### src/rtl/ldst_sequencer.sv
// rtl/ldst_sequencer.sv - single-access load/store sequencer between execute and the data-memory bus
module ldst_sequencer #(
    parameter int ADDR_WIDTH = 32
) (
    input  logic                  clk_i,
    input  logic                  rst_n_i,
    input  logic                  start_i,
    input  logic [2:0]            ldst_type_i,
    input  logic [ADDR_WIDTH-1:0] addr_i,
    input  logic [31:0]           wr_data_i,
    input  logic [3:0]            dest_index_i,
    output logic                  busy_o,
    output logic                  done_o,
    output logic                  misaligned_o,
    output logic                  rd_wr_en_o,
    output logic [3:0]            rd_index_o,
    output logic [31:0]           rd_data_o,
    output logic                  mem_req_o,
    output logic                  mem_we_o,
    output logic [ADDR_WIDTH-1:0] mem_addr_o,
    output logic [3:0]            mem_byte_en_o,
    output logic [31:0]           mem_wdata_o,
    input  logic [31:0]           mem_rdata_i,
    input  logic                  mem_ack_i
);

    typedef enum logic [1:0] {
        S_IDLE  = 2'd0,
        S_REQ   = 2'd1,
        S_DONE  = 2'd2,
        S_FAULT = 2'd3
    } state_t;

    // Type encoding: 0 Ld32, 1 LdU16, 2 LdS16, 3 LdU8, 4 LdS8, 5 St32, 6 St16, 7 St8
    function automatic logic is_store(input logic [2:0] t);
        return t[2] & (t[1] | t[0]);
    endfunction

    function automatic logic is_word(input logic [2:0] t);
        return (t == 3'd0) || (t == 3'd5);
    endfunction

    function automatic logic is_half(input logic [2:0] t);
        return (t == 3'd1) || (t == 3'd2) || (t == 3'd6);
    endfunction

    state_t                  state_q, state_d;
    logic [2:0]              type_q, type_d;
    logic [ADDR_WIDTH-1:0]   addr_q, addr_d;
    logic [31:0]             wdata_q, wdata_d;
    logic [3:0]              rd_index_q, rd_index_d;
    logic [31:0]             rd_data_q, rd_data_d;

    logic                    misaligned_in;
    logic [15:0]             lane16;
    logic [7:0]              lane8;
    logic [31:0]             load_val;
    logic [3:0]              byte_en;
    logic [31:0]             store_data;

    assign misaligned_in = (is_half(ldst_type_i) && addr_i[0]) ||
                           (is_word(ldst_type_i) && (addr_i[1:0] != 2'b00));

    always_comb begin
        lane16 = addr_q[1] ? mem_rdata_i[31:16] : mem_rdata_i[15:0];
        lane8  = 8'h00;
        case (addr_q[1:0])
            2'd0:    lane8 = mem_rdata_i[7:0];
            2'd1:    lane8 = mem_rdata_i[15:8];
            2'd2:    lane8 = mem_rdata_i[23:16];
            default: lane8 = mem_rdata_i[31:24];
        endcase
        case (type_q)
            3'd0:    load_val = mem_rdata_i;
            3'd1:    load_val = {16'h0000, lane16};
            3'd2:    load_val = {{16{lane16[15]}}, lane16};
            3'd3:    load_val = {24'h000000, lane8};
            3'd4:    load_val = {{24{lane8[7]}}, lane8};
            default: load_val = rd_data_q;
        endcase
    end

    always_comb begin
        if (is_word(type_q)) begin
            byte_en    = 4'b1111;
            store_data = wdata_q;
        end else if (is_half(type_q)) begin
            byte_en    = addr_q[1] ? 4'b1100 : 4'b0011;
            store_data = {2{wdata_q[15:0]}};
        end else begin
            byte_en    = 4'b0001 << addr_q[1:0];
            store_data = {4{wdata_q[7:0]}};
        end
    end

    always_comb begin
        state_d    = state_q;
        type_d     = type_q;
        addr_d     = addr_q;
        wdata_d    = wdata_q;
        rd_index_d = rd_index_q;
        rd_data_d  = rd_data_q;
        case (state_q)
            S_IDLE: begin
                if (start_i) begin
                    type_d     = ldst_type_i;
                    addr_d     = addr_i;
                    wdata_d    = wr_data_i;
                    rd_index_d = dest_index_i;
                    state_d    = misaligned_in ? S_FAULT : S_REQ;
                end
            end
            S_REQ: begin
                if (mem_ack_i) begin
                    state_d = S_DONE;
                    if (!is_store(type_q)) begin
                        rd_data_d = load_val;
                    end
                end
            end
            default: state_d = S_IDLE;
        endcase
    end

    always_ff @(posedge clk_i or negedge rst_n_i) begin
        if (!rst_n_i) begin
            state_q    <= S_IDLE;
            type_q     <= 3'd0;
            addr_q     <= '0;
            wdata_q    <= 32'h0;
            rd_index_q <= 4'h0;
            rd_data_q  <= 32'h0;
        end else begin
            state_q    <= state_d;
            type_q     <= type_d;
            addr_q     <= addr_d;
            wdata_q    <= wdata_d;
            rd_index_q <= rd_index_d;
            rd_data_q  <= rd_data_d;
        end
    end

    // Bus and status outputs are decoded from state so they collapse to 0 the moment reset asserts
    assign busy_o        = (state_q != S_IDLE);
    assign done_o        = (state_q == S_DONE) || (state_q == S_FAULT);
    assign misaligned_o  = (state_q == S_FAULT);
    assign rd_wr_en_o    = (state_q == S_DONE) && !is_store(type_q);
    assign rd_index_o    = rd_index_q;
    assign rd_data_o     = rd_data_q;
    assign mem_req_o     = (state_q == S_REQ);
    assign mem_we_o      = mem_req_o && is_store(type_q);
    assign mem_addr_o    = mem_req_o ? {addr_q[ADDR_WIDTH-1:2], 2'b00} : '0;
    assign mem_byte_en_o = mem_req_o ? byte_en : 4'b0000;
    assign mem_wdata_o   = mem_we_o ? store_data : 32'h0;

endmodule
### config.mk
export PLATFORM = sky130hd
export DESIGN_NAME = ldst_sequencer
export DESIGN_NICKNAME = d
export VERILOG_FILES = /design/src/rtl/ldst_sequencer.sv
export SDC_FILE = /design/constraint.sdc
export NUM_CORES = 1
export LEC_CHECK = 0
export CAP_MARGIN = 10
export CORE_MARGIN = 2
export CORE_UTILIZATION = 44
export DETAILED_ROUTE_END_ITERATION = 12
export PLACE_DENSITY = 0.84
export SYNTH_ARGS = -nofsm -noshare
export SYNTH_HDL_FRONTEND = slang
export SYNTH_SLANG_ARGS = --single-unit
### constraint.sdc
create_clock -name clk_i -period 2.2 [get_ports clk_i]
set_clock_uncertainty 0.05 [all_clocks]
set_input_delay 0.55 -clock clk_i [delete_from_list [all_inputs] [get_ports clk_i]]
set_output_delay 0.55 -clock clk_i [all_outputs]
set_load 0.02 [all_outputs]
# After elaboration in Yosys (flattened, before gate mapping)
# Cells that the tools add are included.
# op_classes
n_addsub	0
multipliers	0
div	0
magnitude_cmp	0
eq_ne	17
shift	1
mux	15
n_bitwise	3
reduce_logical	23
# ops
op	n
one-hot mux 32 bit (5 select lines)	1
two-way mux 32 bit	4
one-hot mux 8 bit (3 select lines)	1
two-way mux 16 bit	1
two-way mux 4 bit	4
== test 3 bit, second input constant	5
== test 3 x 2 -> 1 bit, second input constant	3
logical OR 1 bit	8
== test 2 bit, second input constant	3
== test 3 x 1 -> 1 bit, second input constant	2
logical NOT 3 bit	2
two-way mux 2 bit	3
nonzero test 5 bit	1
== test 2 x 1 -> 1 bit, second input constant	2
logical AND 1 bit	4
logical NOT 2 bit	2
one-hot mux 2 bit (2 select lines)	1
AND reduction 2 bit	2
AND reduction 4 bit	1
nonzero test 2 bit	2
<< shifter 1 x 2 -> 4 bit, first input constant	1
!= test 2 x 1 -> 1 bit, second input constant	1
!= test 2 bit, second input constant	1
AND 1 bit	1
3 further kinds	3
# word_totals
regBits	105
latch_bits	0
ram_bits	0
romBits	0
input_bits	107
output_inout_bits	110
n_memories	0

# Depth between registers and ports, before layout
# depth
ltp_word	8
mapped_depth	7
ltp_nobuf	5

# Least setup slack after synthesis
# Ideal clock, no wire load.
# synth_path
path_kind	register to output
startpoint	register state_q[1]
endpoint	output mem_wdata_o[30]
t_arrival_ns	1.592
t_required_ns	1.600
setup_slack_ns	0.008
stages_incl_launch_ff	8
n_path_buf	2
path_cell_list	dfrtp_1 nand2b_4 or2_1 buf_2 inv_2 buf_4 o21ai_0 a21oi_1
# synth_between
elab_chain_len	3
# synth_rtl
element	line_no	rtl
from (decl)	47	state_t state_q, state_d;
from (signal assigned)	134	state_q <= state_d;
== test 2 x 1 -> 1 bit	150	assign mem_req_o = (state_q == S_REQ);
logical AND 1 bit	151	assign mem_we_o = mem_req_o && is_store(type_q);
named net mem_we_o	19	output logic mem_we_o,
two-way mux 32 bit	154	assign mem_wdata_o = mem_we_o ? store_data : 32'h0;
to (decl)	22	output logic [31:0] mem_wdata_o,
# The timed path passes the listed nets, and every way through them passes these cells.

# Final worst setup path
# layout_path
startpoint	register type_q[0]
endpoint	output mem_wdata_o[28]
# layout_between
elab_chain_len	6
elab_cells_between_ends	14
# layout_rtl
element	line_no	rtl
from (decl)	48	logic [2:0] type_q, type_d;
from (signal assigned)	135	type_q <= type_d;
== test 3 x 1 -> 1 bit / == test 3 x 2 -> 1 bit (equally long branches)	44	return (t == 3'd1) || (t == 3'd2) || (t == 3'd6);
logical OR 1 bit (2 in a row)	44	
two-way mux 32 bit	87	end else if (is_half(type_q)) begin
two-way mux 32 bit	84	if (is_word(type_q)) begin
two-way mux 32 bit *	154	
# Every way passes the cells marked *; elsewhere a longest branch is shown, timed or not.

==> flow_metrics.tcl <==
set metrics [dict create \
    cts_buffer_depth 2 \
    drt_iter0_markers 374 \
    synth-main-ff-cell "dfrtp_1" \
    fp-row-count 40 \
    grt_max_degree 64 \
    synth_seq_area_share 0.479 \
    min_path_type "in2async" \
    synth_fa_ha_area_frac 0.00388 \
    peakVddDrop_mv 0.736 \
    cts_buffers 9 \
    vias_per_cell 5.41 \
    yosys_warnings 0 \
    grt_pass1_wl_um 26600 \
    setup_viol 38 \
    core_sq_mm 0.0121 \
    drcViolationCount 0 \
    antenna_found_initial 0 \
    rr_startpoint "type_q[0]" \
    synthArstFlopShare 1.00 \
    p_leak_nw 3.74 \
    dp_hpwl_um 12200 \
    r2r_cells 9 \
    cp-startpoint "type_q[0]" \
    postRouteAntennaNets 0 \
    die_h_um 116 \
    p_per_area_mw_per_mm2 1580 \
    insertedDiodeCount 0 \
    design_area_sq_mm 0.00861 \
    cp_data_arrival_time_ps 1890 \
    outcome "complete, but fails checks" \
    gp_congestion 0.910 \
    synthMuxAreaShare 0.204 \
    synth-compound-area-share 0.118 \
    detail_route.first_pass.iterations 5 \
    fmax_mhz 402 \
    syn_area_per_cell_sq_um 11.0 \
    synth_edf_count 0 \
    power_mw 13.6 \
    root_buffer "clkbuf_16" \
    ys_types 47 \
    drive_above_1_share 0.385 \
    vias 4955 \
    cts_sinks 105 \
    end_kind "output port" \
    h-tree-depth 3 \
    grt_pass1_vias 5015 \
    r2r_end "rd_data_o[7]" \
    drv_cap 0 \
    synthSimpleGateAreaFrac 0.142 \
    synth_seq_cells 105 \
    worstSkewPairLatency_ps 350 \
    holdBufCountCts 0 \
    cp_max_fo 6 \
    drt_wl_total_um 17900 \
    drv_slew 0 \
    grt_overflow 0 \
    routedWlPerCell_um 19.5 \
    pin_count 217 \
    synth_cells 499 \
    synth-xor-area-share 0.00662 \
    io_buffers 214 \
    dpl_cell_area_sq_mm 0.00799 \
    grt_usage 0.259 \
    fin_ws_ps -285 \
    startpoint_type "flip-flop" \
    syn_area_sq_mm 0.00548 \
    tritoncts "done" \
    hold_violations 0 \
    required_ps 1600 \
    initial_core_util 0.454 \
    violations "negative setup slack" \
    synth_top_family_by_area "multiplexers" \
    critPathKind "reg2out" \
    fin_cells 916 \
    period_share 1.13 \
    finalCriticalPeriod_ps 2490 \
    finalNetCount 851 \
    syn_to_final_growth_pct 57.0 \
    placed_cells 884 \
    die_area_sq_mm 0.0134 \
    rsz0062_at_grt "yes" \
    clk_pin_slew_ps 70 \
    r2r_slack_ps 210 \
    dieWidth_um 116 \
]
==> cells in the mapped netlist (8+ instances only) <==
cell type    n  area share
mux2i_1     16       0.029
and2_1      40       0.046
and3_1       8      0.0091
nand3_1      9      0.0082
a22oi_1      8       0.011
a21oi_1     47       0.043
mux2_2      69        0.14
dfrtp_1    105        0.48
nor2_1      35       0.024
mux4_2       8       0.033
o21ai_0     14       0.013
buf_4        8       0.011
o21ai_1      9      0.0082
nand2_1     48       0.033
buf_2       12       0.011
a21oi_2     10       0.016
==> kinds of logic (layout without fill, tap and decap cells) <==
| kind of cell | Yosys count | in the layout |
|---|---|---|
| and+or+nand+nor | 154 | 154 |
| DFF | 105 | 105 |
| AOI/OAI and AO/OA | 101 | 101 |
| muxes | 93 | 93 |
| buffers and inverters | 41 | 289 |
| adders and majority gates | 2 | 2 |
| xor gates and xnor gates | 2 | 2 |
| other | 1 | 2 |
==> flip-flops by register name (all words and copies together), names as in the netlist <==
name        flops
addr_q         32
rd_index_o      4
state_q         2
rd_data_o      32
wdata_q        32
type_q          3
==> cells in the final DEF (no fill, tap or decap), types with 8 or more instances in the layout <==
| master | n |
|---|---|
| buf_6 | 18 |
| mux2_2 | 69 |
| o21ai_1 | 15 |
| dfrtp_1 | 102 |
| clkdlybuf4s50_1 | 142 |
| buf_12 | 11 |
| a21oi_1 | 33 |
| nor2_1 | 34 |
| buf_4 | 63 |
| mux4_2 | 8 |
| a22oi_1 | 8 |
| mux2i_1 | 12 |
| buf_2 | 28 |
| and2_1 | 39 |
| a21oi_2 | 21 |
| clkbuf_16 | 9 |
| nand2_1 | 40 |
| and3_1 | 8 |
==> worst max-delay path by stage <==
stage,endpoint,slack [ps],cells past startpoint
floorplan,mem_wdata_o[30],8,7
global placement,mem_byte_en_o[2],-350,6
detailed placement,mem_byte_en_o[2],-340,6
CTS,mem_wdata_o[31],-300,8
global route,mem_wdata_o[28],-330,7
finish,mem_wdata_o[28],-290,7
==> where the power goes <==
part	switching [mW]	internal (mW)
logic	4.20	4.13
clock network	0.708	0.826
registers	0.819	2.92
==> critical path, cell delays in order, from the launching register on <==
cell and delay (ps):
dfrtp_2 460, buf_12 150, nand2b_4 140, o21ai_4 90, buf_12 170, mux2i_1 230
a21oi_1 120, buf_4 170
==> timing repair <==
item,4_1_cts,5_1_grt
setup buffers,8,7
endpoints found under the hold margin,0,0
gates cloned,4,1
pin swaps,12,26
gates resized for setup,332,94
setup endpoints to repair,71,70
==> metal layers <==
metal | track usage | share of wire | routed length, um
met4 | 0.113 | 0.028 | 495
met1 | 0.314 | 0.38 | 6860
met3 | 0.0900 | 0.096 | 1720
met5 | 0 | 0 | 0
met2 | 0.423 | 0.49 | 8790
==> cell type report <==
class,count,area [sq um]
clock buffer,13,260
inverter,6,32.5
clock inverter,2,13.8
fill,815,3450
multi-input combinational,354,2910
timing repair buffer,268,2550
sequential,105,2630
tap,168,210
==> stage by stage <==
| step | TNS (ps) | utilization | setup WS [ps] | hold slack (ps) |
|---|---|---|---|---|
| 2_1_floorplan | 0 | - | 7.76 | 204 |
| 3_3_place_gp | -11380 | 0.662 | -347 | 431 |
| 3_5_place_dp | -13440 | 0.662 | -337 | 437 |
| 4_1_cts | -6880 | 0.688 | -301 | 134 |
| 5_1_grt | -8990 | 0.714 | -332 | 134 |
| 6_report | -7020 | 0.714 | -285 | 127 |
No activity file was read; power rests on OpenSTA's default activity.
==> RTL change (config.mk and constraints unchanged) <==
Take the reset off `addr_q`, `wdata_q` and `rd_data_q` and load them in a clocked block of their own.
--- a/src/rtl/ldst_sequencer.sv
+++ b/src/rtl/ldst_sequencer.sv
@@ -128,6 +128,3 @@
             type_q     <= 3'd0;
-            addr_q     <= '0;
-            wdata_q    <= 32'h0;
             rd_index_q <= 4'h0;
-            rd_data_q  <= 32'h0;
         end else begin
@@ -135,7 +132,10 @@
             type_q     <= type_d;
-            addr_q     <= addr_d;
-            wdata_q    <= wdata_d;
             rd_index_q <= rd_index_d;
-            rd_data_q  <= rd_data_d;
         end
+    end
+
+    always_ff @(posedge clk_i) begin
+        addr_q    <= addr_d;
+        wdata_q   <= wdata_d;
+        rd_data_q <= rd_data_d;
     end
Behaviour: differs if rst_n_i is asserted again (counterexample within 4 cycles, from zero or initial values and one cycle with rst_n_i low); with rst_n_i held inactive, the same outputs for 4 cycles.
==> RTL change against the original RTL <==
Critical endpoint is now mem_wdata_o[30]. Worst setup slack lost 0.077 ns. Total power shrank 11%. Wire length grew 11%. Final area grew 7.3%. Area after synthesis shrank 0.94%. The run still ends with setup timing left. Sequential cell count is the same. Largest power group unchanged. Non-clock buffer count grew 31.
==> RTL change: results (changes against the original RTL) <==
Status
  • Run status: finished, violations left
  • Failing checks: setup timing

Drt
  • Vias per cell: 6.00 (+11%)
  • Detailed Route WL: 19800 um (+11%)
  • Wire length on met3: 1920 um (+12%)
  • Routed vias: 5359 (+8.2%)
  • Met2 wire len: 10000 um (+14%)
  • WL met1: 7080 um (+3.2%)

Finish
  • Layout cells sized above 1: 0.370 (-0.0151)
  • Multi-input gate area: 2620 um2 (-9.8%)
  • Clock buffers and inverters, area share: 0.0318 (about the same)
  • Area growth syn-to-layout: 70.1%
  • Invs w/o clock: 11 (+5)
  • Comb_multi_in: 315 (-11%)
  • Signal buffers share of area: 0.322 (+0.0259)
  • Fillers: 735 (-9.8%)

Pwr
  • Maximum vdd drop: 740 uV (+0.46%)

Placement
  • DP Cell Count: 861 (-2.6%)
  • RePlAce Congestion: 0.914 (+0.44%)
  • Post-detail-place hpwl: 13200 um (+8.1%)

STA
  • Worst Slack Setup Final: -0.362 ns (-0.0773 ns)
  • Final Setup Violations: 38 (unchanged)
  • Setup_tns: -8.76 ns (-1.74 ns)

Yosys
  • Number of synthesized flops with an enable pin: 96 (+96)
  • Synth cell types: 50 (+6.4%)
  • Most common cell in the netlist: edfxtp_1

Global routing
  • Vias in the first global route: 5273 (+5.1%)
  • Largest net degree at the start of global routing: 58 (-9.4%)
  • Met3 Track Usage GR: 0.0580 (-0.0320)

Clocking
  • Postcts setup bufs: 6 (-2)

Critical path
  • CP arrival: 1.96 ns (+0.07 ns)
==> RTL change: cell count changes after synthesis, moves of 9 or more <==
cell / unedited run / this run
a21oi_1: 47 / 16
a21oi_2: 10 / 0
clkbuf_1: 7 / 28
dfrtp_1: 105 / 9
edfxtp_1: 0 / 96
mux2_2: 69 / 6
mux2i_1: 16 / 1
nand2_1: 48 / 24
nand2b_1: 3 / 16
nand3_1: 9 / 38
nor2_1: 35 / 5
nor2b_1: 1 / 12
nor3_1: 0 / 9
o21ai_0: 14 / 50
==> RTL change: final timing paths <==
kind / start / endpoint / slack, ns
min reg2reg: rd_index_o[3] / rd_index_o[3] / 0.46
max in group asynchronous: rst_n_i / type_q[0] / 1.33
min in group clk_i: rd_index_o[3] / rd_index_o[3] / 0.46
min: rst_n_i / state_q[0] / 0.44
max: type_q[2] / mem_wdata_o[30] / -0.36
max reg2reg: type_q[2] / rd_data_o[16] / 0.03
==> RTL change: logic make-up after synthesis <==
logic type / after synthesis / share of synthesized area
XOR/XNOR: 2 / 0.00323
flip-flops: 105 / 0.572
multiplexers: 16 / 0.0516
AND/OR/NAND/NOR: 175 / 0.187
buffers and inverters: 53 / 0.0433
other: 1 / 0.000691
AO/OA/AOI/OAI: 119 / 0.142
==> RTL change: stage by stage <==
| stage | power (uW) | worst slack (ns) |
|---|---|---|
| global placement | 8710 | -0.391 |
| floorplan | 6260 | -0.120 |
| finish | 12000 | -0.362 |
| detailed placement | 8850 | -0.442 |
| global route | 12600 | -0.378 |
| CTS | 11200 | -0.310 |
==> RTL change: power by group <==
part	internal [uW]	switching [uW]	total (uW)	leakage, uW
sequential	2880	248	3130	0.00100
combinational	3370	3930	7300	0.00236
clock	803	814	1620	0.000145
total	7050	4990	12000	0.00350
